$ cat src/rtl/decode_stage_pkg.sv
// Shared opcode map, FSM state type and decode-control bundle for the decode stage.
// The opcode valid mask is consumed by decode_fields when DECODE_TRAP_EN is defined.
package decode_stage_pkg;

  localparam logic [7:0] OPC_NOP     = 8'h00;
  localparam logic [7:0] OPC_ADD     = 8'h01;
  localparam logic [7:0] OPC_SUB     = 8'h02;
  localparam logic [7:0] OPC_AND     = 8'h03;
  localparam logic [7:0] OPC_OR      = 8'h04;
  localparam logic [7:0] OPC_XOR     = 8'h05;
  localparam logic [7:0] OPC_MOV     = 8'h06;
  localparam logic [7:0] OPC_LD      = 8'h07;
  localparam logic [7:0] OPC_ST      = 8'h08;
  localparam logic [7:0] OPC_PUSH    = 8'h09;
  localparam logic [7:0] OPC_POP     = 8'h0A;
  localparam logic [7:0] OPC_JMP     = 8'h0B;
  localparam logic [7:0] OPC_SET     = 8'h0C;
  localparam logic [7:0] OPC_CMP     = 8'h0D;
  localparam logic [7:0] OPC_MOVB_R0 = 8'h10;
  localparam logic [7:0] OPC_MOVB_R7 = 8'h17;
  localparam logic [7:0] OPC_ADDI    = 8'h81;
  localparam logic [7:0] OPC_SUBI    = 8'h82;
  localparam logic [7:0] OPC_ANDI    = 8'h83;
  localparam logic [7:0] OPC_ORI     = 8'h84;
  localparam logic [7:0] OPC_XORI    = 8'h85;
  localparam logic [7:0] OPC_MOVI    = 8'h86;
  localparam logic [7:0] OPC_LDI     = 8'h87;
  localparam logic [7:0] OPC_STI     = 8'h88;
  localparam logic [7:0] OPC_PUSHI   = 8'h89;
  localparam logic [7:0] OPC_JMPI    = 8'h8B;
  localparam logic [7:0] OPC_CMPI    = 8'h8D;

  typedef enum logic [0:0] {
    DEC_FIRST    = 1'b0,
    DEC_WAIT_IMM = 1'b1
  } dec_state_t;

  typedef struct packed {
    logic [7:0] alu_control;
    logic       en_immediate;
    logic       en_mem;
    logic       mem_byte;
    logic       mem_displacement;
    logic [3:0] condition;
    logic       illegal;
  } dec_ctrl_t;

  function automatic logic [255:0] build_valid_mask();
    logic [255:0] m;
    m = '0;
    m[OPC_NOP] = 1'b1;   m[OPC_ADD] = 1'b1;   m[OPC_SUB] = 1'b1;   m[OPC_AND] = 1'b1;
    m[OPC_OR] = 1'b1;    m[OPC_XOR] = 1'b1;   m[OPC_MOV] = 1'b1;   m[OPC_LD] = 1'b1;
    m[OPC_ST] = 1'b1;    m[OPC_PUSH] = 1'b1;  m[OPC_POP] = 1'b1;   m[OPC_JMP] = 1'b1;
    m[OPC_SET] = 1'b1;   m[OPC_CMP] = 1'b1;
    m[8'h10] = 1'b1; m[8'h11] = 1'b1; m[8'h12] = 1'b1; m[8'h13] = 1'b1;
    m[8'h14] = 1'b1; m[8'h15] = 1'b1; m[8'h16] = 1'b1; m[OPC_MOVB_R7] = 1'b1;
    m[OPC_ADDI] = 1'b1;  m[OPC_SUBI] = 1'b1;  m[OPC_ANDI] = 1'b1;  m[OPC_ORI] = 1'b1;
    m[OPC_XORI] = 1'b1;  m[OPC_MOVI] = 1'b1;  m[OPC_LDI] = 1'b1;   m[OPC_STI] = 1'b1;
    m[OPC_PUSHI] = 1'b1; m[OPC_JMPI] = 1'b1;  m[OPC_CMPI] = 1'b1;
    return m;
  endfunction

  localparam logic [255:0] OPC_VALID_MASK = build_valid_mask();

endpackage

$ cat src/rtl/decode_stage_fields.sv
// Combinational word -> decode-bundle field mapping, shared by both FSM paths.
// With DECODE_TRAP_EN defined, undefined opcodes yield an illegal-only, single-word bundle.
module decode_fields
  import decode_stage_pkg::*;
#(
  parameter int unsigned DATA_W = 16,
  parameter int unsigned REG_W  = 3,
  parameter int unsigned SP_SEL = 7
) (
  input  logic [15:0]       insn,
  input  logic [15:0]       imm_word,
  output dec_ctrl_t         ctrl,
  output logic [REG_W-1:0]  rd_sel,
  output logic [REG_W-1:0]  rs_sel,
  output logic [DATA_W-1:0] immediate,
  output logic              two_word
);

  logic [7:0] opcode;
  logic       is_movb, is_sp, is_mem, is_disp, is_cond;

  assign opcode  = insn[15:8];
  assign is_movb = (opcode >= OPC_MOVB_R0) && (opcode <= OPC_MOVB_R7);
  assign is_sp   = opcode inside {OPC_PUSH, OPC_POP, OPC_PUSHI};
  assign is_mem  = opcode inside {OPC_ST, OPC_LD, OPC_LDI, OPC_STI, OPC_PUSH, OPC_PUSHI, OPC_POP};
  assign is_disp = opcode inside {OPC_LDI, OPC_STI};
  assign is_cond = opcode inside {OPC_JMP, OPC_JMPI, OPC_SET};

  always_comb begin
    ctrl                  = '0;
    rd_sel                = insn[REG_W-1:0];
    rs_sel                = insn[2*REG_W-1:REG_W];
    immediate             = '0;
    two_word              = opcode[7];
    ctrl.alu_control      = {1'b0, opcode[6:0]};
    ctrl.en_immediate     = opcode[7];
    ctrl.en_mem           = is_mem;
    ctrl.mem_byte         = is_mem & insn[7];
    ctrl.mem_displacement = is_disp & insn[6];
    ctrl.condition        = is_cond ? insn[6:3] : 4'h0;
    if (is_movb) begin
      ctrl.alu_control  = OPC_MOV;
      ctrl.en_immediate = 1'b1;
      rd_sel            = REG_W'(opcode - OPC_MOVB_R0);
      immediate         = DATA_W'(insn[7:0]);
    end else if (opcode[7]) begin
      immediate = DATA_W'(imm_word);
    end
    if (is_sp) rs_sel = REG_W'(SP_SEL);
`ifdef DECODE_TRAP_EN
    if (!OPC_VALID_MASK[opcode]) begin
      ctrl         = '0;
      ctrl.illegal = 1'b1;
      rd_sel       = '0;
      rs_sel       = '0;
      immediate    = '0;
      two_word     = 1'b0;
    end
`endif
  end

endmodule

$ cat src/rtl/decode_stage.sv
// Handshaked decode pipeline stage: assembles one/two-word instructions into a registered bundle.
// Optional DECODE_TRAP_EN macro enables the illegal-opcode trap in decode_fields.
module decode_stage
  import decode_stage_pkg::*;
#(
  parameter int unsigned DATA_W = 16,
  parameter int unsigned REG_W  = 3,
  parameter int unsigned SP_SEL = 7
) (
  input  logic              clk,
  input  logic              rst,
  input  logic              flush,
  input  logic              in_valid,
  output logic              in_ready,
  input  logic [15:0]       in_word,
  input  logic [15:0]       in_pc,
  output logic              out_valid,
  input  logic              out_ready,
  output logic [15:0]       out_pc,
  output logic [7:0]        alu_control,
  output logic [REG_W-1:0]  rD_sel,
  output logic [REG_W-1:0]  rS_sel,
  output logic [DATA_W-1:0] immediate,
  output logic              en_immediate,
  output logic              en_mem,
  output logic              mem_byte,
  output logic              mem_displacement,
  output logic [3:0]        condition,
  output logic              illegal
);

  dec_state_t        state, state_nxt;
  logic [15:0]       first_word, first_pc, dec_insn;
  logic              accept, load, dec_two_word;
  dec_ctrl_t         dec_ctrl, out_ctrl;
  logic [REG_W-1:0]  dec_rd, dec_rs;
  logic [DATA_W-1:0] dec_imm;

  // flush wins over everything: a word presented alongside it is never accepted
  assign in_ready = !flush && (!out_valid || out_ready);
  assign accept   = in_valid && in_ready;
  assign dec_insn = (state == DEC_WAIT_IMM) ? first_word : in_word;

  decode_fields #(
    .DATA_W (DATA_W),
    .REG_W  (REG_W),
    .SP_SEL (SP_SEL)
  ) u_fields (
    .insn      (dec_insn),
    .imm_word  (in_word),
    .ctrl      (dec_ctrl),
    .rd_sel    (dec_rd),
    .rs_sel    (dec_rs),
    .immediate (dec_imm),
    .two_word  (dec_two_word)
  );

  always_comb begin
    state_nxt = state;
    load      = 1'b0;
    if (flush) begin
      state_nxt = DEC_FIRST;
    end else if (accept) begin
      unique case (state)
        DEC_FIRST: begin
          if (dec_two_word) state_nxt = DEC_WAIT_IMM;
          else              load      = 1'b1;
        end
        DEC_WAIT_IMM: begin
          state_nxt = DEC_FIRST;
          load      = 1'b1;
        end
      endcase
    end
  end

  always_ff @(posedge clk) begin
    if (rst) state <= DEC_FIRST;
    else     state <= state_nxt;
  end

  always_ff @(posedge clk) begin
    if (rst) begin
      out_valid  <= 1'b0;
      out_ctrl   <= '0;
      out_pc     <= '0;
      rD_sel     <= '0;
      rS_sel     <= '0;
      immediate  <= '0;
      first_word <= '0;
      first_pc   <= '0;
    end else begin
      if (flush || (out_valid && out_ready)) out_valid <= 1'b0;
      if (load) begin
        out_valid <= 1'b1;
        out_ctrl  <= dec_ctrl;
        out_pc    <= (state == DEC_WAIT_IMM) ? first_pc : in_pc;
        rD_sel    <= dec_rd;
        rS_sel    <= dec_rs;
        immediate <= dec_imm;
      end
      if (accept && (state == DEC_FIRST) && dec_two_word) begin
        first_word <= in_word;
        first_pc   <= in_pc;
      end
    end
  end

  assign alu_control      = out_ctrl.alu_control;
  assign en_immediate     = out_ctrl.en_immediate;
  assign en_mem           = out_ctrl.en_mem;
  assign mem_byte         = out_ctrl.mem_byte;
  assign mem_displacement = out_ctrl.mem_displacement;
  assign condition        = out_ctrl.condition;
  assign illegal          = out_ctrl.illegal;

endmodule
$ cat config.mk
export PLATFORM = sky130hd
export DESIGN_NAME = decode_stage
export DESIGN_NICKNAME = d
export VERILOG_FILES = /design/src/rtl/decode_stage_pkg.sv /design/src/rtl/decode_stage_fields.sv /design/src/rtl/decode_stage.sv
export SDC_FILE = /design/constraint.sdc
export NUM_CORES = 1
export LEC_CHECK = 0
export BUFFER_PORTS_ARGS = -buffer_cell sky130_fd_sc_hd__buf_2
export CORE_MARGIN = 8
export CORE_UTILIZATION = 43
export CTS_CLUSTER_DIAMETER = 200
export CTS_CLUSTER_SIZE = 8
export DETAILED_ROUTE_END_ITERATION = 6
export PLACE_DENSITY_LB_ADDON = 0.05
export SETUP_SLACK_MARGIN = 0.5
export SLEW_MARGIN = 25
export SYNTH_ARGS = -nofsm -noshare
export SYNTH_HDL_FRONTEND = slang
export SYNTH_HIERARCHICAL = 1
export SYNTH_SLANG_ARGS = --single-unit
export TNS_END_PERCENT = 20
$ cat constraint.sdc
create_clock -name clk -period 7.6 [get_ports clk]
set_input_delay 1.14 -clock clk [delete_from_list [all_inputs] [get_ports clk]]
set_output_delay 1.14 -clock clk [all_outputs]
set_load 0.05 [all_outputs]
Word-level counts from Yosys, hierarchy flattened
Index checks and enable logic that the tools add are counted. W data, S select, Z words.

Bits in registers: 88.

Bitwise logic cells: 3. Mux-type cells: 16. $lt $le $gt $ge: 2. Equal/unequal tests: 10. Reductions and logical operators: 16. Add/subtract/negate cells: 1.

Operators with widths (count): $mux W16 (4); $eq A8 B4 Y1 const B (5); $eq A8 B8 Y1 const B (4); $eq A8 B3 Y1 const B (1); $ge A8 B5 Y1 const B (1); $le A8 B5 Y1 const B (1); $mux W8 (1); $reduce_bool A7 Y1 (1); $logic_and A1 B1 Y1 (6); $mux W1 (6); $mux W3 (2); $reduce_bool A3 Y1 (2); $mux W4 (1); $pmux W1 S2 (2); $reduce_bool A2 Y1 (2); $sub A3 B1 Y3 const B (1); $and A1 B1 Y1 (2); $logic_not A1 Y1 (2); $logic_or A1 B1 Y1 (2); $reduce_or A2 Y1 (1); $not A1 Y1 (1).

Depth between registers and ports, before layout
Gate-level depths: netlist of run 1.

Word-level depth: 7. Depth in mapped cells: 10.

Hierarchy
The synthesis of run 1 kept the hierarchy.

Modules (own cells, without submodules): decode_stage (area an instance 4379.2 um^2, instances 1, cells an instance 427, sequential area each 1781.7 um^2); decode_fields (area an instance 449.2 um^2, instances 1, cells an instance 61, sequential area each 0.0 um^2).

Worst setup path after synthesis of run 1
No wires, ideal clock.

Path type: input-to-output. Start point: in out_ready. End point: out in_ready. Stages on the path: 3. Slack: 4.528 ns. Arrival time: 1.932 ns. Required time: 6.460 ns. Cell sequence: nor2b_4 buf_6 nor2_1.

Word-level cells in the longest chain between the ends: 2.

RTL lines: start: declaration (line decode_stage.sv:18) `input logic out_ready,`; $logic_or A1 B1 Y1 (line decode_stage.sv:40) `assign in_ready = !flush && (!out_valid || out_ready);`; $logic_and A1 B1 Y1 (line decode_stage.sv:40); end: declaration (line decode_stage.sv:14) `output logic in_ready,`.

No other way between the ends.

Final worst setup path of run 1
Start point: reg state. End point: reg first_word[8].

RTL lines: start: declaration (line decode_stage.sv:32) `dec_state_t state, state_nxt;`; start signal: assignment (line decode_stage.sv:79) `else state <= state_nxt;`; $mux W16 (line decode_stage.sv:42) `assign dec_insn = (state == DEC_WAIT_IMM) ? first_word : in_word;`; net dec_insn[15] (line decode_stage.sv:33) `logic [15:0] first_word, first_pc, dec_insn;`; $logic_and A1 B1 Y1 (line decode_stage.sv:102) `if (accept && (state == DEC_FIRST) && dec_two_word) begin`; end signal: assignment (line decode_stage.sv:103) `first_word <= in_word;`; end: declaration (line decode_stage.sv:33).

The timed path passes the listed nets, and every way through them passes these cells. A chain may end at the register's enable or synchronous reset.

==> impl_metrics.json, run 1 <==
{
  "status": "finished, final reports clean",
  "netlist.top_cell.by_area": "dfxtp_1",
  "grt_pass1_vias": 3544,
  "tightest_slew_ns": 1.00,
  "synth_ff_type": "dfxtp_1",
  "synth.distinct_cells": 40,
  "p_leak_nw": 2.24,
  "gp_congestion": 0.725,
  "initialDrtViolationCount": 155,
  "dr.pass1.iters": 4,
  "via_count": 3404,
  "grt_pass1_wl_mm": 17.3,
  "skew_ns": 0.00980,
  "wl_per_cell_um": 14.9,
  "syn_inst": 488,
  "io_pins": 94,
  "synth_seq_area_share": 0.369,
  "power_density_mw_per_mm2": 183,
  "start_util": 0.443,
  "grt_remaining_overflow": 0,
  "clk_pin_slew_ns": 0.09,
  "drc": 0,
  "ir_worst_vdd_v": 0.0000774,
  "area_growth_pct": 13.6,
  "ys_seq_elements": 89,
  "cts_tree": "done",
  "max_freq_ghz": 0.291,
  "hp-class": "reg2reg",
  "numCtsBuffers": 9,
  "viasPerCell": 4.88,
  "p_int_mw": 0.731,
  "required_ns": 7.87,
  "grt_max_degree": 145,
  "finalWorstPathRequiredPeriod_ns": 3.44,
  "cts_resized": 0,
  "die_h_um": 122,
  "cts.sink_count": 89,
  "synth_edf_count": 0,
  "io_buffer_count": 93,
  "die_w_um": 122,
  "cp-end-kind": "register",
  "num_rows": 38,
  "final_nets": 590,
  "switchingPower_mw": 0.274,
  "p_comb_frac": 0.161,
  "antenna_found_initial": 0,
  "cts_setup_buffers": 0,
  "clock_tree.buffer_depth": 2,
  "yosysMostFrequentCell": "nand2b_1",
  "antenna_cells": 0,
  "drive_above_1_share": 0.289,
  "seqPwrFrac": 0.488,
  "syn_avg_cell_area_sq_um": 9.89,
  "die-area_sq_mm": 0.0149,
  "htreeDepth": 3,
  "synthArstFlopShare": 0,
  "synth_top_cells_by_area": "dfxtp_1 (37%), nand2b_1 (18%), mux2i_1 (18%), mux2_2 (6.1%), mux2_4 (2.8%)",
  "synthTopCellsByCount": "nand2b_1 (142), dfxtp_1 (89), mux2i_1 (87)",
  "min_path_cells": 2,
  "swShare": 0.273,
  "rsz0062_at_grt": "false",
  "final-setup-viol-count": 0,
  "cts_root_buffer": "clkbuf_8",
  "fin_crit_sh": 0.453,
  "dpl.hpwl_mm": 7.01,
  "crit_arrival_ns": 3.71,
  "max_slew_margin": 0.328,
  "crit_fanout": 34,
  "coreArea_sq_mm": 0.0109,
  "wirelength_mm": 10.4,
  "synth_top_area_share": 0.369,
  "ant_nets": 0,
  "slew_violations": 0,
  "postCtsHoldBufs": 0,
  "cap_violations": 0,
  "grtUsageTotal": 0.144,
  "tns_ns": 0,
  "final-hold-violation-count": 0,
  "syn-cell-area_sq_mm": 0.00483,
  "synth_warnings": 6,
  "p_total_mw": 1.01,
  "crit_path_start_kind": "register",
  "p_clk_frac": 0.350,
  "clock_latency_ns": 0.35,
  "worstRegToRegCells": 5,
  "crit_type": "reg2reg"
}
[registers in the layout, indices dropped and copies added (netlist names)]
| signal | flops |
|---|---|
| first_pc | 16 |
| rS_sel | 3 |
| mem_byte | 1 |
| state | 1 |
| mem_displacement | 1 |
| alu_control | 8 |
| immediate | 16 |
| out_valid | 1 |
| en_mem | 1 |
| en_immediate | 1 |
| rD_sel | 3 |
| condition | 4 |
| first_word | 16 |
| out_pc | 16 |
| illegal | 1 |
[worst max-delay path: stages (launching register included)]
cell     delay [ns]
dfxtp_2        0.99
mux2_2         0.62
nor2b_1        0.40
nor4b_4        0.68
buf_4          0.41
mux2i_1        0.24
[worst paths after layout]
kind / start / to / slack [ns]
worst max-delay path: state / first_word[8] / 4.16
worst min-delay path: immediate[0] / immediate[0] / 0.47
worst max register to register: state / first_word[8] / 4.16
worst min register to register: immediate[0] / immediate[0] / 0.47
[stage by stage]
step / setup slack, ns / hold WS (ns) / instances / utilization / instance area [sq um]
6_report: 4.16 / 0.472 / 697 / 0.504 / 5480
5_1_grt: 3.83 / 0.492 / 697 / 0.504 / 5480
4_1_cts: 4.08 / 0.476 / 697 / 0.503 / 5480
3_5_place_dp: 4.01 / 0.459 / 682 / 0.484 / 5270
3_3_place_gp: 4.09 / 0.454 / 682 / 0.484 / 5270
2_1_floorplan: 4.53 / 0.445 / 489 / - / 4830
[power by group through the flow]
stage | Combinational (mW) | Sequential, mW | Clock (mW)
6_report | 0.162 | 0.491 | 0.353
3_5_place_dp | 0.164 | 0.502 | 0
2_1_floorplan | 0.0983 | 0.531 | 0
5_1_grt | 0.176 | 0.494 | 0.387
3_3_place_gp | 0.162 | 0.502 | 0
4_1_cts | 0.164 | 0.492 | 0.366
[cell families after synthesis]
kind of cell | share of synthesized area
other cells | 0.000777
simple gates | 0.282
flops | 0.369
mux | 0.269
buf+inv | 0.0518
compound gates | 0.0270
[cell type report]
cell class                 instances  area, sq um
fill                            1061         5400
clock inverter                     6         83.8
timing repair buffer              97          502
tap                              140          175
inverter                           2         7.51
multi-input combinational        354         2810
clock buffer                       9          124
sequential                        89         1780
[cells in the final DEF (no fill, tap or decap), drive strengths merged, types with 2 or more instances in the layout]
master    n
and3      4
clkbuf    9
clkinv    4
and2      9
conb      2
or2       6
o21ai     2
nand2b  143
nor2     18
and2b     2
mux2i    87
nor2b    20
buf      97
o2111a    2
nor4b     3
a22o      8
mux2     35
nor4      2
bufinv    2
dfxtp    89
inv       2
[per-layer routing]
layer / vias up / track usage / share of wire
met3: 7 / 0.0333 / 0.041
met2: 57 / 0.247 / 0.48
li1: 1733 / - / -
met5: - / 0 / 0
met4: 0 / 0.0409 / 0.012
met1: 1607 / 0.176 / 0.47
Note: power is estimated with default switching activity, not from simulation.
==> run 2: changes to the inputs <==
- ABC_AREA: not set -> 1
- clock period: 7.6 -> 3.33 ns (I/O delays scaled with it)
==> run 2 against run 1 <==
  * Wire length grew 24%
  * Global-route usage grew 3.2 points
  * Fmax grew 37%
  * Clock power grew 110%
  * Final cell count grew 37%
  * Combinational power grew to 3.4 times the previous value
  * Sequential share of layout area grew 0.74 points
==> impl_metrics.json, run 2 <==
{
  "synth_warnings": 6,
  "grt_remaining_overflow": 0,
  "cts_resized": 0,
  "cts_root_buffer": "clkbuf_8",
  "p_int_mw": 1.64,
  "dpl.hpwl_mm": 8.87,
  "tightest_slew_ns": 0.854,
  "syn-cell-area_sq_mm": 0.00478,
  "cts.sink_count": 89,
  "slew_violations": 0,
  "drive_above_1_share": 0.158,
  "synthTopCellsByCount": "nand2_1 (180), nor2_1 (177), inv_1 (113)",
  "power_density_mw_per_mm2": 458,
  "syn_avg_cell_area_sq_um": 6.33,
  "crit_arrival_ns": 2.80,
  "clk_pin_slew_ns": 0.09,
  "yosysMostFrequentCell": "nand2_1",
  "fin_crit_sh": 0.752,
  "htreeDepth": 3,
  "synth_edf_count": 0,
  "via_count": 4585,
  "viasPerCell": 4.81,
  "ir_worst_vdd_v": 0.000239,
  "reg2reg_slack_ns": 0.83,
  "p_clk_frac": 0.301,
  "tns_ns": 0,
  "pre_cts_slack_ns": 0.833,
  "final-setup-viol-count": 0,
  "cp-end-kind": "register",
  "final-hold-violation-count": 0,
  "grt_pass1_wl_mm": 21.1,
  "antenna_found_initial": 0,
  "max_freq_ghz": 0.399,
  "p_leak_nw": 2.79,
  "max_slew_margin": 0.424,
  "crit_type": "reg2reg",
  "die-area_sq_mm": 0.0148,
  "gp_congestion": 0.797,
  "switchingPower_mw": 0.814,
  "grt_max_degree": 71,
  "syn_inst": 756,
  "coreArea_sq_mm": 0.0108,
  "synth_top_area_share": 0.373,
  "layout_common_cells": "nand2_1 (180), nor2_1 (177), inv_1 (113)",
  "crit_fanout": 42,
  "wirelength_mm": 12.9,
  "ys_seq_elements": 89,
  "initialDrtViolationCount": 367,
  "cpLargestDelayFamily": "simple AND/OR/NAND/NOR gates",
  "die_w_um": 121,
  "seqPwrFrac": 0.473,
  "area_growth_pct": 12.1,
  "fillers": 1171,
  "cp_cell_sequence": "buf_4 > inv_4 > nand2_8 > inv_4 > nor2_8 > nor2_1 > nor2_1",
  "final_nets": 846,
  "num_rows": 38,
  "swShare": 0.332,
  "cts_tree": "done",
  "clock_tree.buffer_depth": 2,
  "hp-class": "in2reg",
  "drc": 0,
  "crit_buf_inv": 3,
  "postCtsHoldBufs": 0,
  "numCtsBuffers": 9,
  "crit_path_start_kind": "register",
  "io_pins": 94,
  "crit_path_top_delay_cell": "dfxtp_2",
  "setup_slack_ns": 0.826,
  "synth_seq_area_share": 0.373,
  "io_buffer_count": 93,
  "required_ns": 3.63,
  "p_comb_frac": 0.226,
  "cts_setup_buffers": 0,
  "synth_ff_type": "dfxtp_1",
  "wl_per_cell_um": 13.5,
  "finalWorstPathRequiredPeriod_ns": 2.50,
  "dr.pass1.iters": 4,
  "final_common_cell": "nand2_1",
  "clock_latency_ns": 0.36,
  "cpPeakStageDelay_ns": 0.67,
  "synth.distinct_cells": 29,
  "synth_top_cells_by_area": "dfxtp_1 (37%), nand2_1 (14%), nor2_1 (14%), nand4_1 (9.3%), inv_1 (8.9%)",
  "netlist.top_cell.by_area": "dfxtp_1",
  "status": "finished, final reports clean",
  "start_util": 0.441,
  "synthArstFlopShare": 0,
  "cap_violations": 0,
  "grtUsageTotal": 0.176,
  "grt_pass1_vias": 4091,
  "utilization": 0.495,
  "ant_nets": 0,
  "antenna_cells": 0,
  "skew_ns": 0.00983,
  "die_h_um": 121,
  "hold_slack_ns": 0.368,
  "rsz0062_at_grt": "false"
}
run 2: power groups by stage:
stage          Combinational [mW]  Clock [mW]  Sequential [mW]
3_5_place_dp                0.558           0             1.19
4_1_cts                     0.559       0.769             1.16
2_1_floorplan               0.300           0             1.32
5_1_grt                     0.613       0.812             1.17
3_3_place_gp                0.552           0             1.18
6_report                    0.555       0.738             1.16
run 2: path summary, 6_finish.rpt:
kind | from | to | cells past startpoint
max | state | rD_sel[0] | 7
min | rst | out_valid | 2
max reg2reg | state | rD_sel[0] | 7
min reg2reg | immediate[15] | immediate[15] | 2
run 2: kinds of logic after synthesis:
family                 Yosys count  share of synthesized area
AO/OA/AOI/OAI                   46                     0.0492
buffers and inverters          174                      0.162
flip-flops                      89                      0.373
other                            1                   0.000784
AND/OR/NAND/NOR                446                      0.415
run 2: layout make-up:
type,instances,area (sq um),share of cell area
multi-input cells,494,2240,0.418
repair buffers,99,536,0.0999
clock inverters,3,40.0,0.00747
well taps,140,175,0.0327
flip-flops and latches,89,1780,0.333
clock buffers,13,149,0.0278
inverters,116,440,0.0821
run 2: metrics by stage:
stage | instances | area [sq um] | power (mW)
final | 954 | 5360 | 2.45
after global routing | 954 | 5360 | 2.59
after floorplan | 757 | 4790 | 1.62
after detailed placement | 938 | 5170 | 1.74
after CTS | 954 | 5360 | 2.49
after global placement | 938 | 5170 | 1.74
run 2: metal layers:
metal,wire (um),track usage,part of all wire,vias up
met5,0,0,0,-
met4,142,0.0555,0.011,0
met3,706,0.0419,0.055,11
met2,5590,0.260,0.43,104
met1,6440,0.245,0.50,2047
li1,-,-,-,2423
